### config.mk
export PLATFORM = sky130hd
export DESIGN_NAME = adc_config_rx
export DESIGN_NICKNAME = d
export VERILOG_FILES = /design/src/rtl/adc_config_rx_pkg.sv /design/src/rtl/adc_config_rx_tmr_vote3.sv /design/src/rtl/adc_config_rx.sv
export SDC_FILE = /design/constraint.sdc
export NUM_CORES = 1
export LEC_CHECK = 0
export ABC_CLOCK_PERIOD_IN_PS = 4400
export CAP_MARGIN = 20
export CORE_AREA = 8 8 103 81
export CTS_BUF_LIST = sky130_fd_sc_hd__clkbuf_16
export DETAILED_ROUTE_END_ITERATION = 10
export DIE_AREA = 0 0 111 89
export GPL_TIMING_DRIVEN = 0
export PLACE_DENSITY = 0.65
export SYNTH_ARGS = -nofsm -noshare
export SYNTH_HDL_FRONTEND = slang
export SYNTH_SLANG_ARGS = --single-unit
### constraint.sdc
create_clock -name CLK -period 4.4 [get_ports CLK]
set_input_delay 0.88 -clock CLK [delete_from_list [all_inputs] [get_ports CLK]]
set_output_delay 0.88 -clock CLK [all_outputs]
set_load 0.02 [all_outputs]
### src/rtl/adc_config_rx_pkg.sv
// Shared definitions for the ADC configuration link: receiver state encoding and
// the frame geometry also used by the configuration transmitter.
package adc_config_rx_pkg;

    typedef enum logic [1:0] {
        ST_IDLE  = 2'd0,
        ST_SHIFT = 2'd1,
        ST_EMIT  = 2'd2,
        ST_DONE  = 2'd3
    } state_e;

    localparam int         FRAME_BITS_DEF = 24;
    localparam int         ADDR_W         = 5;
    localparam logic [4:0] LAST_ADDR_DEF  = 5'h10;
    localparam logic [3:0] ERR_CNT_MAX    = 4'hF;

endpackage

### src/rtl/adc_config_rx_tmr_vote3.sv
// Bitwise 2-of-3 majority voter used to recover triplicated registers.
module tmr_vote3 #(
    parameter int W = 1
) (
    input  logic [W-1:0] a_i,
    input  logic [W-1:0] b_i,
    input  logic [W-1:0] c_i,
    output logic [W-1:0] y_o
);

    assign y_o = (a_i & b_i) | (a_i & c_i) | (b_i & c_i);

endmodule

### src/rtl/adc_config_rx.sv
// Receiver for the ADC serial-configuration stream: deserialises frames, tags good
// words with a sequential ROM address and counts malformed frames. Control is TMR.
module adc_config_rx
    import adc_config_rx_pkg::*;
#(
    parameter int         FRAME_BITS = FRAME_BITS_DEF,
    parameter logic [4:0] LAST_ADDR  = LAST_ADDR_DEF
) (
    input  logic                  CLK,
    input  logic                  RST,
    input  logic                  SCKEN,
    input  logic                  SHEN,
    input  logic                  LOAD,
    input  logic                  SDIN,
    input  logic                  CLR,
    output logic [FRAME_BITS-1:0] WORD,
    output logic [ADDR_W-1:0]     WADR,
    output logic                  WVALID,
    output logic                  FRAME_ERR,
    output logic [3:0]            ERR_CNT,
    output logic                  RX_DONE
);

    // Bit counter saturates one past a full frame so over-long frames stay distinguishable.
    localparam int                BCNT_W    = $clog2(FRAME_BITS + 2);
    localparam logic [BCNT_W-1:0] BCNT_FULL = BCNT_W'(FRAME_BITS);
    localparam logic [BCNT_W-1:0] BCNT_SAT  = BCNT_W'(FRAME_BITS + 1);

    state_e                state_q0, state_q1, state_q2, state_v, state_d;
    logic [1:0]            state_vote;
    logic [ADDR_W-1:0]     addr_q0, addr_q1, addr_q2, addr_v, addr_d;
    logic [BCNT_W-1:0]     bcnt_q0, bcnt_q1, bcnt_q2, bcnt_v, bcnt_d;
    logic [FRAME_BITS-1:0] sr_q, sr_d, word_q, word_d;
    logic [ADDR_W-1:0]     wadr_q, wadr_d;
    logic                  wvalid_q, wvalid_d;
    logic                  ferr_q, ferr_d;
    logic [3:0]            ecnt_q, ecnt_d;
    logic                  shift;

    tmr_vote3 #(.W(2)) u_vote_state (
        .a_i(state_q0), .b_i(state_q1), .c_i(state_q2), .y_o(state_vote)
    );
    tmr_vote3 #(.W(ADDR_W)) u_vote_addr (
        .a_i(addr_q0), .b_i(addr_q1), .c_i(addr_q2), .y_o(addr_v)
    );
    tmr_vote3 #(.W(BCNT_W)) u_vote_bcnt (
        .a_i(bcnt_q0), .b_i(bcnt_q1), .c_i(bcnt_q2), .y_o(bcnt_v)
    );

    assign state_v = state_e'(state_vote);
    // The frame closes on any cycle that is not a valid shift cycle.
    assign shift   = SCKEN & SHEN & ~LOAD;

    // NOTE: every signal written here gets a default first, so no path can infer a latch.
    always_comb begin
        state_d  = state_v;
        addr_d   = addr_v;
        bcnt_d   = bcnt_v;
        sr_d     = sr_q;
        word_d   = word_q;
        wadr_d   = wadr_q;
        wvalid_d = 1'b0;
        ferr_d   = ferr_q;
        ecnt_d   = ecnt_q;

        case (state_v)
            ST_IDLE: begin
                if (shift) begin
                    state_d = ST_SHIFT;
                    sr_d    = {sr_q[FRAME_BITS-2:0], SDIN};
                    bcnt_d  = BCNT_W'(1);
                end
            end
            ST_SHIFT: begin
                if (shift) begin
                    if (bcnt_v < BCNT_FULL) sr_d = {sr_q[FRAME_BITS-2:0], SDIN};
                    if (bcnt_v != BCNT_SAT) bcnt_d = bcnt_v + 1'b1;
                end else begin
                    state_d = ST_EMIT;
                end
            end
            ST_EMIT: begin
                state_d = ST_IDLE;
                if (bcnt_v == BCNT_FULL) begin
                    wvalid_d = 1'b1;
                    word_d   = sr_q;
                    wadr_d   = addr_v;
                    if (addr_v == LAST_ADDR) state_d = ST_DONE;
                    else                     addr_d  = addr_v + 1'b1;
                end else begin
                    ferr_d = 1'b1;
                    if (ecnt_q != ERR_CNT_MAX) ecnt_d = ecnt_q + 1'b1;
                end
                // A shift during EMIT is the first bit of a back-to-back frame.
                if (shift && state_d != ST_DONE) begin
                    state_d = ST_SHIFT;
                    sr_d    = {sr_q[FRAME_BITS-2:0], SDIN};
                    bcnt_d  = BCNT_W'(1);
                end
            end
            ST_DONE: begin
                if (CLR) begin
                    state_d = ST_IDLE;
                    addr_d  = '0;
                end
            end
            default: state_d = ST_IDLE;
        endcase

        if (CLR) begin
            ferr_d = 1'b0;
            ecnt_d = '0;
        end
    end

    // NOTE: state registers use non-blocking assignments so all copies update from the same voted values.
    always_ff @(posedge CLK) begin
        if (RST) begin
            state_q0 <= ST_IDLE;
            state_q1 <= ST_IDLE;
            state_q2 <= ST_IDLE;
            addr_q0  <= '0;
            addr_q1  <= '0;
            addr_q2  <= '0;
            bcnt_q0  <= '0;
            bcnt_q1  <= '0;
            bcnt_q2  <= '0;
            sr_q     <= '0;
            word_q   <= '0;
            wadr_q   <= '0;
            wvalid_q <= 1'b0;
            ferr_q   <= 1'b0;
            ecnt_q   <= '0;
        end else begin
            state_q0 <= state_d;
            state_q1 <= state_d;
            state_q2 <= state_d;
            addr_q0  <= addr_d;
            addr_q1  <= addr_d;
            addr_q2  <= addr_d;
            bcnt_q0  <= bcnt_d;
            bcnt_q1  <= bcnt_d;
            bcnt_q2  <= bcnt_d;
            sr_q     <= sr_d;
            word_q   <= word_d;
            wadr_q   <= wadr_d;
            wvalid_q <= wvalid_d;
            ferr_q   <= ferr_d;
            ecnt_q   <= ecnt_d;
        end
    end

    assign WORD      = word_q;
    assign WADR      = wadr_q;
    assign WVALID    = wvalid_q;
    assign FRAME_ERR = ferr_q;
    assign ERR_CNT   = ecnt_q;
    assign RX_DONE   = (state_v == ST_DONE);

endmodule

==> metrics.md <==
| Metric | Value |
|---|---|
| Outcome | finished clean |
| Yosys cell types | 44 |
| Sequential share of the synthesized area | 48.46% |
| Nature of the critical path startpoint | register |
| Synthesis-to-layout area growth | 30.25% |
| Leakage | ~0.0013 uW |
| First-pass GRT wire length | 11370 microns |
| Critical path type | reg2out |
| Initial Util | 43.98% |
| 1st-iter DRT viols | between 150 and 200 |
| Vias in the first global route | 2357 |
| Hold slack | between 0.4 and 0.5 ns |
| Post-Syn Instances | 330 |
| Max layer used | met4 |
| Routed length on met3 | 333 microns |
| Worst clock skew | roughly 0.0066 ns |
| CTS root buffer | clkbuf_16 |
| Post-synthesis net count | approximately 340 |
| ANT nets after route | 0 |
| Worst Tran Pin Value | 0.7865 ns |
| PortBufs | 42 |
| Final period util | 64.56% |
| Mean Syn Cell Area | 8.887 sq um |
| Vias per cell | 5.159 |
| Max-Cap Viols | 0 |
| CP Cell Sequence | clkbuf_1 > and2_1 > clkdlybuf4s50_1 |
| PD cells | 412.9 nW/um^2 |
| Setup Viol. Count Final | 0 |
| F_max | 0.3521 GHz |
| Clock Latency Late Sink | 0.33 ns |
| Met2 routed WL | 2899 microns |
| CP Data Required Time | between 3 and 4 ns |
| FILL cells | 588 |
| Critical path endpoint category | output pin |
| ANT cells | 0 |
| Detailed Place HPWL | 4606 microns |
| Crit path DAT | 1.96 ns |
| Sw Ratio | between 10% and 20% |
| Vias | 2435 |
| Gr ovfl total | 0 |
| Initial antenna violation count | 0 |
| Synth Warn # | 0 |
| Die area | between 9000 and 10000 sq um |
| Clk sinks | just over 70 |
| Largest delay contributor family on the critical path | buffers and inverters |
| Commonest non-fill, non-tap cell in the layout | nand2_1 |
| Num rows | 26 |
| Routed WL | 6573 microns |
| Largest net degree at the start of global routing | 13 |
| Wire length on met1 | 3268 microns |
| Final nets | 396 |
| Fin crit period | approximately 2.8 ns |
| IO Count | 43 |
| Hold Buf Count CTS | 0 |
| Tot Pwr | 1577 uW |
| #FFs+latches synth | 71 |
| Cts repair resizes | 0 |
| Rel. slew slack | 47.01% |
| Die Wd | 111 microns |
| Sequential power share | 41.2% |
| H-tree lvl count | 3 |
| P_int | 1280 uW |
| Hold Crit Class | reg2reg |
| Worst-path clk slew | 0.05 ns |
| Max VDD drop | 0.3107 mV |
| RSZ-0062 raised after global routing | false |
| Crit path max fanout | 10 |
| Layout cells sized above 1 | 5.928% |
| Post-CTS setup buffers | 0 |
| GRT Total Usage | 14.16% |
| Die Span Y | 89 microns |
| Bufs on Longest Clock Path | 2 |
| Crit-path slowest cell | clkdlybuf4s50_1 |
| Final TNS setup | 0 ns |
| CTS tree | done |
| Post-Syn Area | 2933 sq um |
| Reg-to-reg slack, setup | 2.34 ns |
| Routability cong. | 0.8387 |
| Most frequent cells in the layout | nand2_1, dfxtp_1, clkdlybuf4s50_1 |
| Drt drc | 0 |
| DRT Pass-1 Iters | 4 |
| TritonCTS buffer count | 9 |
| Slew Limit Fails | 0 |
| Wirelength per Cell | 13.93 microns |
| Critical path's largest stage delay | 0.60 ns |
| Area of the core | approximately 6700 sq um |
| Crit path buf inv count | 2 |
| Power share of the clock group | 55.0% |
| Combinational share of power | ~3.8% |
| Hold Fails Final Rpt | 0 |
| Switch Pwr | just under 300 uW |
[power by group through the flow]
stage | registers [uW] | clock network, uW | logic (uW)
after floorplan | 663 | 0 | 41.6
final | 649 | 868 | 60.3
after CTS | 649 | 885 | 60.6
after global placement | 663 | 0 | 59.8
after global routing | 649 | 917 | 66.3
after detailed placement | 663 | 0 | 60.0
[path summary, 6_finish.rpt]
kind	start	endpoint	depth (start not counted)
setup / recovery	state_q2[1]	RX_DONE	3
setup reg to reg	register	sr_q[20]	9
hold reg to reg	sr_q[6]	WORD[6]	2
hold / removal	sr_q[6]	WORD[6]	2
[synth_stat cells (all sizes together)]
master   n  area (sq um)
a211o    1         8.760
a211oi   2         27.53
a21oi   36         180.2
a221oi   1         8.760
a311oi   1         8.760
a31oi    1         6.260
a32o     1         10.01
a32oi    2         17.52
a41oi    1         8.760
and2     2         12.51
and3     1         6.260
and4b    3         30.03
and4bb   1         16.27
buf      6         72.57
clkbuf  15         56.30
clkinv   1         3.750
dfxtp   71          1421
ha       6         75.07
inv      5         18.77
mux2i   25         250.2
nand2   92         345.3
nand2b   3         18.77
nand3    4         20.02
nand3b   1         20.02
nand4    4         25.02
nand4b   3         26.28
nor2     7         26.28
nor2b    2         12.51
nor3     7         35.03
nor3b    1         7.510
nor4     1         6.260
nor4b    1         8.760
o211ai   1         7.510
o21a     1         7.510
o21ai   10         50.05
o21bai   1         7.510
o32ai    2         17.52
or2      1         6.260
or3      3         18.77
xor2     3         26.28
[final cells by class]
| class | count | area [sq um] | share of cell area (%) |
|---|---|---|---|
| Tap cell | 84 | 105.1 | 2.751 |
| Buffer | 21 | 128.9 | 3.374 |
| Inverter | 6 | 22.52 | 0.5896 |
| Multi-Input combinational cell | 232 | 1360 | 35.60 |
| Clock buffer | 9 | 225.2 | 5.896 |
| Sequential cell | 71 | 1421 | 37.21 |
| Clock inverter | 7 | 136.4 | 3.570 |
| Timing Repair Buffer | 42 | 420.4 | 11.01 |
[per-stage QoR]
step / std cells / area (sq um) / setup WS (ns) / util (%)
after floorplan: 330 / 2933 / 2.469 / -
after global placement: 456 / 3458 / 1.810 / 51.86
after detailed placement: 456 / 3458 / 1.767 / 51.86
after CTS: 472 / 3820 / 1.568 / 57.28
after global routing: 472 / 3820 / 1.450 / 57.28
final: 472 / 3820 / 1.560 / 57.28
[kinds of logic after synthesis]
group	after synthesis	share of synthesized area (%)
AND/OR/NAND/NOR	137	21.89
flip-flops	71	48.46
AO/OA/AOI/OAI	61	12.50
buffers and inverters	27	5.162
multiplexers	25	8.532
adder cells (fa/ha/maj)	6	2.560
XOR/XNOR	3	0.8961
[metal layers]
layer / vias to the layer above / track usage [%]
li1: 1258 / -
met1: 1121 / 17.62
met2: 50 / 21.98
met3: 6 / 4.762
met4: 0 / 6.235
met5: - / 0
[worst register-to-register path, delay by kind of cell (launching register included)]
kind / cells / cell delay (ns)
buf+inv: 4 / 0.51
fa+ha+maj: 1 / 0.22
compound gates: 1 / 0.24
mux: 1 / 0.21
flops: 1 / 0.42
simple gates: 2 / 0.38
No activity file was read; power rests on OpenSTA's default activity.
